## src/rtl/contact_resolve_sequencer_if.sv

```systemverilog
// Bus bundle between the contact resolve sequencer and its environment:
// contact FIFO, body-state RAM, combinational resolver and status.
interface contact_resolve_sequencer_if #(
  parameter int unsigned IDX_W  = 6,
  parameter int unsigned BODY_W = 192,
  parameter int unsigned CNT_W  = 16
);
  localparam int unsigned GEOM_W = 100;
  localparam int unsigned IMP_W  = 103;

  logic              ctc_valid;
  logic              ctc_ready;
  logic [IDX_W-1:0]  ctc_idx_a;
  logic [IDX_W-1:0]  ctc_idx_b;
  logic [GEOM_W-1:0] ctc_geom;
  logic [IDX_W-1:0]  bmem_raddr;
  logic [BODY_W-1:0] bmem_rdata;
  logic              bmem_we;
  logic [IDX_W-1:0]  bmem_waddr;
  logic [BODY_W-1:0] bmem_wdata;
  logic [BODY_W-1:0] obb1_rec;
  logic [BODY_W-1:0] obb2_rec;
  logic [GEOM_W-1:0] res_geom;
  logic [IMP_W-1:0]  res_imp1;
  logic [IMP_W-1:0]  res_imp2;
  logic              res_ignore;
  logic              busy;
  logic              done;
  logic [CNT_W-1:0]  resolved_cnt;
  logic [CNT_W-1:0]  dropped_cnt;

  modport master (
    input  ctc_valid, ctc_idx_a, ctc_idx_b, ctc_geom, bmem_rdata,
           res_imp1, res_imp2, res_ignore,
    output ctc_ready, bmem_raddr, bmem_we, bmem_waddr, bmem_wdata,
           obb1_rec, obb2_rec, res_geom, busy, done, resolved_cnt, dropped_cnt
  );

  modport slave (
    output ctc_valid, ctc_idx_a, ctc_idx_b, ctc_geom, bmem_rdata,
           res_imp1, res_imp2, res_ignore,
    input  ctc_ready, bmem_raddr, bmem_we, bmem_waddr, bmem_wdata,
           obb1_rec, obb2_rec, res_geom, busy, done, resolved_cnt, dropped_cnt
  );
endinterface

```

## src/rtl/contact_resolve_sequencer.sv

```systemverilog
// Drains contacts one at a time: fetches both bodies, presents them to the
// OBB-OBB resolver, then writes back saturated vel/pos/omega updates.
module contact_resolve_sequencer #(
  parameter int unsigned IDX_W  = 6,
  parameter int unsigned BODY_W = 192,
  parameter int unsigned CNT_W  = 16
) (
  input  logic                        Clk,
  input  logic                        Reset_n,
  contact_resolve_sequencer_if.master bus
);
  localparam int unsigned GEOM_W = 100;
  localparam int unsigned IMP_W  = 103;

  typedef enum logic [2:0] {
    S_IDLE, S_DROP, S_RD_A, S_RD_B, S_CAP_B, S_RES, S_WR_A, S_WR_B
  } state_e;

  state_e            state_q, state_d;
  logic [IDX_W-1:0]  a_q, a_d, b_q, b_d;
  logic [GEOM_W-1:0] geom_q, geom_d;
  logic [BODY_W-1:0] obb1_q, obb1_d, obb2_q, obb2_d;
  logic [IMP_W-1:0]  imp2_q, imp2_d;
  logic              ign_q, ign_d;
  logic [IDX_W-1:0]  raddr_q, raddr_d, waddr_q, waddr_d;
  logic [BODY_W-1:0] wdata_q, wdata_d;
  logic              we_q, we_d, done_q, done_d, ready_q, ready_d, busy_q, busy_d;
  logic [CNT_W-1:0]  rcnt_q, rcnt_d, dcnt_q, dcnt_d;

  function automatic logic [23:0] sat_add24(input logic [23:0] x, input logic [23:0] y);
    logic [24:0] s;
    s = {x[23], x} + {y[23], y};
    if (s[24] != s[23]) return s[24] ? 24'h800000 : 24'h7FFFFF;
    return s[23:0];
  endfunction

  function automatic logic [10:0] sat_add11(input logic [10:0] x, input logic [10:0] y);
    logic [11:0] s;
    s = {x[10], x} + {y[10], y};
    if (s[11] != s[10]) return s[11] ? 11'h400 : 11'h3FF;
    return s[10:0];
  endfunction

  // Nudge is in quarter units of position: widen to 26 bits, then clamp.
  function automatic logic [23:0] sat_pos(input logic [23:0] p, input logic [21:0] n);
    logic [25:0] s;
    s = {{2{p[23]}}, p} + {{2{n[21]}}, n, 2'b00};
    if (s[25:23] != 3'b000 && s[25:23] != 3'b111) return s[25] ? 24'h800000 : 24'h7FFFFF;
    return s[23:0];
  endfunction

  function automatic logic [BODY_W-1:0] update_rec(input logic [BODY_W-1:0] rec,
                                                   input logic [IMP_W-1:0]  imp,
                                                   input logic              ign);
    logic [BODY_W-1:0] r;
    r          = rec;
    r[117:94]  = sat_pos(rec[117:94], imp[54:33]);
    r[93:70]   = sat_pos(rec[93:70], imp[32:11]);
    if (!ign) begin
      r[69:46] = sat_add24(rec[69:46], imp[102:79]);
      r[45:22] = sat_add24(rec[45:22], imp[78:55]);
      r[10:0]  = sat_add11(rec[10:0], imp[10:0]);
    end
    return r;
  endfunction

  // State register and all datapath flops.
  always_ff @(posedge Clk or negedge Reset_n) begin
    if (!Reset_n) begin
      state_q <= S_IDLE;
      a_q     <= '0;
      b_q     <= '0;
      geom_q  <= '0;
      obb1_q  <= '0;
      obb2_q  <= '0;
      imp2_q  <= '0;
      ign_q   <= 1'b0;
      raddr_q <= '0;
      waddr_q <= '0;
      wdata_q <= '0;
      we_q    <= 1'b0;
      done_q  <= 1'b0;
      ready_q <= 1'b0;
      busy_q  <= 1'b0;
      rcnt_q  <= '0;
      dcnt_q  <= '0;
    end else begin
      state_q <= state_d;
      a_q     <= a_d;
      b_q     <= b_d;
      geom_q  <= geom_d;
      obb1_q  <= obb1_d;
      obb2_q  <= obb2_d;
      imp2_q  <= imp2_d;
      ign_q   <= ign_d;
      raddr_q <= raddr_d;
      waddr_q <= waddr_d;
      wdata_q <= wdata_d;
      we_q    <= we_d;
      done_q  <= done_d;
      ready_q <= ready_d;
      busy_q  <= busy_d;
      rcnt_q  <= rcnt_d;
      dcnt_q  <= dcnt_d;
    end
  end

  // Next-state and registered-output logic; outputs line up with the state they belong to.
  always_comb begin
    state_d = state_q;
    a_d     = a_q;
    b_d     = b_q;
    geom_d  = geom_q;
    obb1_d  = obb1_q;
    obb2_d  = obb2_q;
    imp2_d  = imp2_q;
    ign_d   = ign_q;
    raddr_d = raddr_q;
    waddr_d = waddr_q;
    wdata_d = wdata_q;
    we_d    = 1'b0;
    rcnt_d  = rcnt_q;
    dcnt_d  = dcnt_q;

    unique case (state_q)
      S_IDLE: begin
        if (bus.ctc_valid && ready_q) begin
          a_d    = bus.ctc_idx_a;
          b_d    = bus.ctc_idx_b;
          geom_d = bus.ctc_geom;
          if (bus.ctc_idx_a == bus.ctc_idx_b) begin
            state_d = S_DROP;
          end else begin
            raddr_d = bus.ctc_idx_a;
            state_d = S_RD_A;
          end
        end
      end
      S_DROP: begin
        dcnt_d  = dcnt_q + CNT_W'(1);
        state_d = S_IDLE;
      end
      S_RD_A: begin
        raddr_d = b_q;
        state_d = S_RD_B;
      end
      S_RD_B: begin
        obb1_d  = bus.bmem_rdata;
        state_d = S_CAP_B;
      end
      S_CAP_B: begin
        obb2_d  = bus.bmem_rdata;
        state_d = S_RES;
      end
      // Body A writeback is formed from the settled resolver outputs directly.
      S_RES: begin
        imp2_d  = bus.res_imp2;
        ign_d   = bus.res_ignore;
        waddr_d = a_q;
        wdata_d = update_rec(obb1_q, bus.res_imp1, bus.res_ignore);
        we_d    = |obb1_q[159:143];
        state_d = S_WR_A;
      end
      S_WR_A: begin
        waddr_d = b_q;
        wdata_d = update_rec(obb2_q, imp2_q, ign_q);
        we_d    = |obb2_q[159:143];
        state_d = S_WR_B;
      end
      S_WR_B: begin
        if (!ign_q) rcnt_d = rcnt_q + CNT_W'(1);
        state_d = S_IDLE;
      end
      default: state_d = S_IDLE;
    endcase

    ready_d = (state_d == S_IDLE);
    busy_d  = (state_d != S_IDLE);
    done_d  = (state_d == S_DROP) || (state_d == S_WR_B);
  end

  assign bus.ctc_ready    = ready_q;
  assign bus.bmem_raddr   = raddr_q;
  assign bus.bmem_we      = we_q;
  assign bus.bmem_waddr   = waddr_q;
  assign bus.bmem_wdata   = wdata_q;
  assign bus.obb1_rec     = obb1_q;
  assign bus.obb2_rec     = obb2_q;
  assign bus.res_geom     = geom_q;
  assign bus.busy         = busy_q;
  assign bus.done         = done_q;
  assign bus.resolved_cnt = rcnt_q;
  assign bus.dropped_cnt  = dcnt_q;
endmodule

```

## src/flat_wrapper.sv

```systemverilog
// flat-port wrapper written by rule: the top's interface ports become plain ports
module contact_resolve_sequencer_flat 
#(
  parameter int unsigned IDX_W  = 6,
  parameter int unsigned BODY_W = 192,
  parameter int unsigned CNT_W  = 16
)
  (Clk, Reset_n, bus_ctc_valid, bus_ctc_idx_a, bus_ctc_idx_b, bus_ctc_geom, bus_bmem_rdata, bus_res_imp1, bus_res_imp2, bus_res_ignore, bus_ctc_ready, bus_bmem_raddr, bus_bmem_we, bus_bmem_waddr, bus_bmem_wdata, bus_obb1_rec, bus_obb2_rec, bus_res_geom, bus_busy, bus_done, bus_resolved_cnt, bus_dropped_cnt);
  contact_resolve_sequencer_if #(.IDX_W(IDX_W), .BODY_W(BODY_W), .CNT_W(CNT_W)) bus_i ();
  input  logic Clk;
  input  logic Reset_n;
  input wire logic [$bits(bus_i.ctc_valid)-1:0] bus_ctc_valid;
  input wire logic [$bits(bus_i.ctc_idx_a)-1:0] bus_ctc_idx_a;
  input wire logic [$bits(bus_i.ctc_idx_b)-1:0] bus_ctc_idx_b;
  input wire logic [$bits(bus_i.ctc_geom)-1:0] bus_ctc_geom;
  input wire logic [$bits(bus_i.bmem_rdata)-1:0] bus_bmem_rdata;
  input wire logic [$bits(bus_i.res_imp1)-1:0] bus_res_imp1;
  input wire logic [$bits(bus_i.res_imp2)-1:0] bus_res_imp2;
  input wire logic [$bits(bus_i.res_ignore)-1:0] bus_res_ignore;
  output wire logic [$bits(bus_i.ctc_ready)-1:0] bus_ctc_ready;
  output wire logic [$bits(bus_i.bmem_raddr)-1:0] bus_bmem_raddr;
  output wire logic [$bits(bus_i.bmem_we)-1:0] bus_bmem_we;
  output wire logic [$bits(bus_i.bmem_waddr)-1:0] bus_bmem_waddr;
  output wire logic [$bits(bus_i.bmem_wdata)-1:0] bus_bmem_wdata;
  output wire logic [$bits(bus_i.obb1_rec)-1:0] bus_obb1_rec;
  output wire logic [$bits(bus_i.obb2_rec)-1:0] bus_obb2_rec;
  output wire logic [$bits(bus_i.res_geom)-1:0] bus_res_geom;
  output wire logic [$bits(bus_i.busy)-1:0] bus_busy;
  output wire logic [$bits(bus_i.done)-1:0] bus_done;
  output wire logic [$bits(bus_i.resolved_cnt)-1:0] bus_resolved_cnt;
  output wire logic [$bits(bus_i.dropped_cnt)-1:0] bus_dropped_cnt;
  assign bus_i.ctc_valid = bus_ctc_valid;
  assign bus_i.ctc_idx_a = bus_ctc_idx_a;
  assign bus_i.ctc_idx_b = bus_ctc_idx_b;
  assign bus_i.ctc_geom = bus_ctc_geom;
  assign bus_i.bmem_rdata = bus_bmem_rdata;
  assign bus_i.res_imp1 = bus_res_imp1;
  assign bus_i.res_imp2 = bus_res_imp2;
  assign bus_i.res_ignore = bus_res_ignore;
  assign bus_ctc_ready = bus_i.ctc_ready;
  assign bus_bmem_raddr = bus_i.bmem_raddr;
  assign bus_bmem_we = bus_i.bmem_we;
  assign bus_bmem_waddr = bus_i.bmem_waddr;
  assign bus_bmem_wdata = bus_i.bmem_wdata;
  assign bus_obb1_rec = bus_i.obb1_rec;
  assign bus_obb2_rec = bus_i.obb2_rec;
  assign bus_res_geom = bus_i.res_geom;
  assign bus_busy = bus_i.busy;
  assign bus_done = bus_i.done;
  assign bus_resolved_cnt = bus_i.resolved_cnt;
  assign bus_dropped_cnt = bus_i.dropped_cnt;
  contact_resolve_sequencer #(.IDX_W(IDX_W), .BODY_W(BODY_W), .CNT_W(CNT_W)) u_core (.Clk(Clk), .Reset_n(Reset_n), .bus(bus_i));
endmodule
```

## config.mk

```make
export PLATFORM = sky130hd
export DESIGN_NAME = contact_resolve_sequencer_flat
export DESIGN_NICKNAME = d
export VERILOG_FILES = /design/src/rtl/contact_resolve_sequencer_if.sv /design/src/rtl/contact_resolve_sequencer.sv /design/src/flat_wrapper.sv
export SDC_FILE = /design/constraint.sdc
export NUM_CORES = 2
export LEC_CHECK = 0
export ABC_AREA = 1
export CAP_MARGIN = 10
export CORE_AREA = 5 5 480 482
export CTS_CLUSTER_SIZE = 24
export DETAILED_ROUTE_END_ITERATION = 16
export DIE_AREA = 0 0 485 487
export PLACE_DENSITY = 0.4
export SYNTH_ARGS = -nofsm -noshare
export SYNTH_HDL_FRONTEND = slang
export SYNTH_SLANG_ARGS = --single-unit
export TNS_END_PERCENT = 30
```

## constraint.sdc

```tcl
create_clock -name Clk -period 3.9 [get_ports Clk]
set_input_delay 0.78 -clock Clk [delete_from_list [all_inputs] [get_ports Clk]]
set_output_delay 0.78 -clock Clk [all_outputs]
set_load 0.005 [all_outputs]
```

Word level (Yosys, flattened, before mapping). Index checks and enable logic that the tools add are counted.

Input port bits: 514. Word-level logic and storage cells: 142. Bits in registers: 843. Output and inout bits: 724.

Reduce and logical (&&, ||, !) cells: 21. Bitwise operators: 1. Add/subtract/negate cells: 12. Muxes and demuxes: 69. Equal/unequal tests: 22.

Operators with widths (count): two-way mux 24 bit (24); one-hot mux 192 bit (2 select lines) (1); adder 24 x 24 -> 25 bit (8); two-way mux 48 bit (2); two-way mux 11 bit (8); OR reduction 17 bit (2); adder 16 x 1 -> 16 bit, second input constant (2); two-way mux 1 bit (26); adder 11 x 11 -> 12 bit (2); one-hot mux 6 bit (2 select lines) (2); one-hot mux 3 bit (7 select lines) (1); equality test 3 bit, second input constant (5); nonzero test 3 bit (5); two-way mux 6 bit (2); != test 3 bit, second input constant (4); equality test 3 x 1 -> 1 bit, second input constant (2); equality test 3 x 2 -> 1 bit, second input constant (2); equality test 6 bit (1); logical NOT 3 bit (2); != test 1 bit (6); logical AND 1 bit (5); AND reduction 2 bit (2); nonzero test 2 bit (2); two-way mux 3 bit (1); 8 further kinds (8).

Depth between registers and ports, before layout.
Depth after elaboration: 8. Depth in mapped cells: 25. Mapped depth without buffers: 24.

Worst setup path after synthesis. No wires, ideal clock.

Kind: input -> register. Start point: input bus_res_imp1[55]. End point: register u_core.wdata_q[26], in the netlist u_core.bus.bmem_wdata[26]. Arrival time: 3.390 ns. Buffers on the path: 2. Slack: 0.393 ns. Stages on the path: 21. Library setup time: 0.117 ns. Required time: 3.783 ns. Cells stage by stage: ha_1 inv_1 fa_1 inv_1 nand3_1 nand3_1 nand2_1 nand2_1 nand2_1 nand4_1 nand2_1 ha_1 clkbuf_1 clkinv_1 clkbuf_1 nand3_1 nand3_1 nand2_1 nand2_1 nand2_1 nand2_1.

Word-level cells in the longest chain between the ends: 8. Elaborated cells between the ends (all ways): 10. Those cells by class: 1 x add/sub; 1 x eq/ne; 8 x mux.

RTL lines: start: declaration (RTL line flat_wrapper.sv:17) `input wire logic [$bits(bus_i.res_imp1)-1:0] bus_res_imp1;`; adder 24 x 24 -> 25 bit * (RTL line contact_resolve_sequencer.sv:32) `s = {x[23], x} + {y[23], y};`; != test 1 bit (RTL line contact_resolve_sequencer.sv:33) `if (s[24] != s[23]) return s[24] ? 24'h800000 : 24'h7FFFFF;`; two-way mux 1 bit (RTL line contact_resolve_sequencer.sv:33); two-way mux 1 bit (RTL line contact_resolve_sequencer.sv:59) `if (!ign) begin`; two-way mux 1 bit (RTL line contact_resolve_sequencer.sv:125) `unique case (state_q)`; two-way mux 24 bit * (RTL line contact_resolve_sequencer.sv:34) `return s[23:0];`; two-way mux 48 bit * (RTL line contact_resolve_sequencer.sv:59); one-hot mux 192 bit (2 select lines) * (RTL line contact_resolve_sequencer.sv:125); end signal: assignment (RTL line contact_resolve_sequencer.sv:98) `wdata_q <= wdata_d;`; end: declaration (RTL line contact_resolve_sequencer.sv:26) `logic [BODY_W-1:0] wdata_q, wdata_d;`.

Every way passes the cells marked *; elsewhere a longest branch is shown, timed or not. The select of a mux whose other input is x is not followed. A chain may end at the register's enable or synchronous reset.

Worst setup path after layout.
Start point: register u_core.obb2_q[40], in the netlist u_core.bus.obb2_rec[40]. End point: register u_core.wdata_q[41], in the netlist u_core.bus.bmem_wdata[41].

Word-level cells in the longest chain between the ends: 8. Elaborated cells between the ends (all ways): 10. Those cells by class: 1 x add/sub; 1 x eq/ne; 8 x mux.

RTL lines: start: declaration (RTL line contact_resolve_sequencer.sv:22) `logic [BODY_W-1:0] obb1_q, obb1_d, obb2_q, obb2_d;`; start signal: assignment (RTL line contact_resolve_sequencer.sv:75) `obb2_q <= '0;`; start signal: assignment (RTL line contact_resolve_sequencer.sv:93) `obb2_q <= obb2_d;`; adder 24 x 24 -> 25 bit * (RTL line contact_resolve_sequencer.sv:32); != test 1 bit (RTL line contact_resolve_sequencer.sv:33); two-way mux 1 bit (RTL line contact_resolve_sequencer.sv:33); two-way mux 1 bit (RTL line contact_resolve_sequencer.sv:59); two-way mux 1 bit (RTL line contact_resolve_sequencer.sv:125); two-way mux 24 bit * (RTL line contact_resolve_sequencer.sv:34); two-way mux 48 bit * (RTL line contact_resolve_sequencer.sv:59); one-hot mux 192 bit (2 select lines) * (RTL line contact_resolve_sequencer.sv:125).

Marked as above.

==> results by group <==
Worst setup path
  • Critical path launch point type: flop
  • Worst reg-to-reg path cell count: 19
  • Max incr delay on CP: 490 ps
  • CP Data Arrival Time: 4230 ps
  • Critical Path, Cell by Cell: ha_1, nand2_1, nor2_1, nand2_1, nor2_1, nand2_1, nand3_1, nand3_1, nand2_1, xor2_1, ha_1, clkinv_1, buf_4, nand3_1, nand3_1, nand2_1, nand2_1, nand2_1, nand2_1
  • Most frequent CP cell: nand2_1
  • WS Path Type: reg2reg
  • R2R setup slack: 330 ps
  • Crit. End Element: flop
  • CP delay by family, top: simple AND/OR/NAND/NOR gates
  • CP bufs+invs: 2
  • Worst R2R End: u_core.bus.bmem_wdata[41]$_DFFE_PN0P_
  • Worst Path Max Fanout: 14
  • WP data required: between 4000 and 5000 ps
  • R2R Path Start: u_core.bus.obb2_rec[40]$_DFFE_PN0P_
  • CP max-delay cell: dfrtp_1

GRT
  • Grt total ovfl: 0
  • First-pass GRT wire length: 394,000 um
  • Antenna violations before repair: 46
  • GR Util All Layers: 0.229
  • Vias in the first global route: 51,512
  • Largest net degree at the start of global routing: 107

Clock tree
  • Clk_lat worst skew: roughly 770 ps
  • CTS Root Cell: clkbuf_16
  • Max clock buf depth: 3
  • CTS tree: yes
  • Total CTS buffers: 114
  • Post-CTS Setup Inserts: 0
  • H-tree levels: 3
  • Clock Sinks: 843
  • Worst-path clk slew: 60 ps

Floorplan
  • Core Rows: 175
  • Die Ht: between 400 and 500 um
  • Initial Util: 0.217
  • Core Area: 226,000 um^2
  • Die area: roughly 240,000 um^2
  • Die W: 485 um
  • Io pins: about 1,200

Pwr
  • Pint: 40,400 uW
  • Seq pwr share: 0.225
  • Static Leak: about 0.035 uW
  • Power per cell area: 1090 nW/um^2
  • VDD IR max: 1090 uV
  • Gate power share: 0.625
  • Switching power: 37,600 uW
  • Clock Power Share: 0.150
  • Sw frac: 0.482

Timing
  • Final hold viol count: 0
  • Crit path time final: around 3600 ps
  • RSZ-0062 raised after global routing: false
  • Pins over their slew limit: 0
  • Slew @ Worst Pin: 1010 ps
  • Rel. slew slack: 0.325
  • Final setup vio count: 0
  • Setup Skew: 56.8 ps
  • Tcrit/Tclk final: 0.915
  • Final hold slack: around 58 ps
  • Max frequency: approximately 0.28 GHz
  • Setup ws final: approximately 330 ps

Yosys
  • FF+latch count, synth: about 840
  • Count leader, synth: nand2_1
  • Post-synthesis cell area: between 40,000 and 50,000 um^2
  • Warnings from Yosys: 0
  • Top post-synthesis cells by area: dfrtp_1, nand2_1, ha_1
  • Post-synth EDFFs: 0
  • Sequential share of the synthesized area: 0.430
  • Main synth FF type: dfrtp_1
  • Cell taking the most area after synthesis: dfrtp_1
  • Synth cell count leaders: nand2_1, dfrtp_1, inv_1
  • Cell count after synthesis: about 6,700
  • Async S/R FF share, synth: 1.00
  • Synth top area share: 0.430
  • Syn Nets: approximately 7,400
  • Synthesized area per cell: roughly 7.3 um^2
  • Synth unique cells: between 50 and 60

Finish
  • Sequential Area: 21,100 um^2
  • Multi-input logic area: 24,100 um^2
  • Area grow syn2layout: 46.3%
  • Filler Cells Inserted: 24,342
  • Fraction of layout cells with a size suffix above 1: 0.0952
  • Nets: about 8,900

Routing
  • First-pass DRT Iterations: 6
  • DR vias: 50,510
  • WL final: 280,000 um
  • Iter 0 DRT Violations: 3,262
  • DRC Markers: 0
  • WL per Instance: 24.8 um
  • Detail Route Antenna Nets: 0
  • Mean number of vias per cell: 4.47

Placement
  • Input/output buffers: around 1,200
  • Dpl ws: -158 ps
  • Hpwl dp: 226,000 um
  • Final GP Congestion: 0.930

Status
  • Status: finished clean

Job
  • Max-Cap Viols: 0

Hold path
  • Hold Path Class: in2async
==> sequential cells by signal, summed over array words and instances (netlist names), 16 cells and up <==
register / flops
u_core.bus.bmem_wdata: 192
u_core.bus.dropped_cnt: 16
u_core.bus.obb1_rec: 192
u_core.bus.obb2_rec: 192
u_core.bus.res_geom: 100
u_core.bus.resolved_cnt: 16
u_core.imp2_q: 103
==> area by class of cell <==
type | instances | share of cell area
clock buffers | 165 | 0.0473
clock inverters | 47 | 0.0106
repair buffers | 1626 | 0.220
flip-flops and latches | 843 | 0.294
well taps | 3009 | 0.0524
multi-input cells | 4830 | 0.335
inverters | 759 | 0.0400
diodes | 11 | 0.000383
==> power by group through the flow <==
stage	logic [uW]	registers [uW]	clock network, uW
2_1_floorplan	24400	15900	0
3_3_place_gp	49200	17700	0
3_5_place_dp	49100	17700	0
4_1_cts	49400	17700	12000
5_1_grt	54100	18100	12400
6_report	48700	17600	11700
==> per-layer routing <==
metal,GRT usage,up-vias,wire length (um)
met4,0.0562,40,6640
met5,0,-,284
met1,0.280,24381,116000
met2,0.400,1448,137000
met3,0.0619,273,20000
li1,-,24368,-
==> placed cells by master, fill, tap and decap left out, drive strengths merged <==
master / n
o31a: 1
o21a: 5
a21boi: 5
diode: 11
o221ai: 6
ha: 228
o21ai: 567
fa: 10
clkinv: 31
xnor2: 24
a21oi: 252
o21bai: 9
o211ai: 21
nor2: 390
a31oi: 15
bufinv: 15
or2: 24
clkbuf: 165
nand3b: 27
buf: 390
dfrtp: 843
a211o: 1
mux2: 117
and2: 7
nand4: 65
clkinvlp: 4
xor2: 37
clkdlybuf4s50: 1236
inv: 756
nor4: 10
nand2: 2465
and3: 3
nand3: 494
o31ai: 1
a21o: 9
nor3b: 1
nor3: 36
==> timing repair <==
action,CTS,global route
setup endpoints to repair,0,2
gates resized for setup,0,2
hold buffers,0,0
==> cell families (layout without fill, tap and decap cells) <==
family          Yosys count  count (layout)  share of synthesized area
flops                   843             843                      0.430
other cells               0              11                          0
buf+inv                1010            2597                     0.0804
compound gates          892             892                     0.0948
fa+ha+maj               238             238                     0.0622
simple gates           3522            3522                      0.295
mux                     117             117                     0.0268
xor+xnor                 61              61                     0.0109
==> through the flow <==
stage	power, uW	setup TNS [ps]	area [um^2]	cells	utilization
after floorplan	40300	0	49100	6683	-
after global placement	66900	-1260	67600	11067	0.299
after detailed placement	66800	-1650	67600	11067	0.299
after CTS	79100	0	71800	11279	0.318
after global routing	84500	0	71800	11287	0.318
final	78000	0	71800	11290	0.318
==> worst max path at each step <==
stage	end	startpoint	cells past startpoint
global route	u_core.bus.bmem_wdata[43]$_DFFE_PN0P_	u_core.bus.obb2_rec[40]$_DFFE_PN0P_	20
detailed placement	u_core.bus.bmem_wdata[2]$_DFFE_PN0P_	bus_res_imp1[0]	20
global placement	u_core.bus.bmem_wdata[2]$_DFFE_PN0P_	bus_res_imp1[0]	20
finish	u_core.bus.bmem_wdata[41]$_DFFE_PN0P_	u_core.bus.obb2_rec[40]$_DFFE_PN0P_	19
floorplan	u_core.bus.bmem_wdata[26]$_DFFE_PN0P_	bus_res_imp1[55]	21
CTS	u_core.bus.bmem_wdata[43]$_DFFE_PN0P_	u_core.bus.obb2_rec[40]$_DFFE_PN0P_	20
No activity file was read; power rests on OpenSTA's default activity.
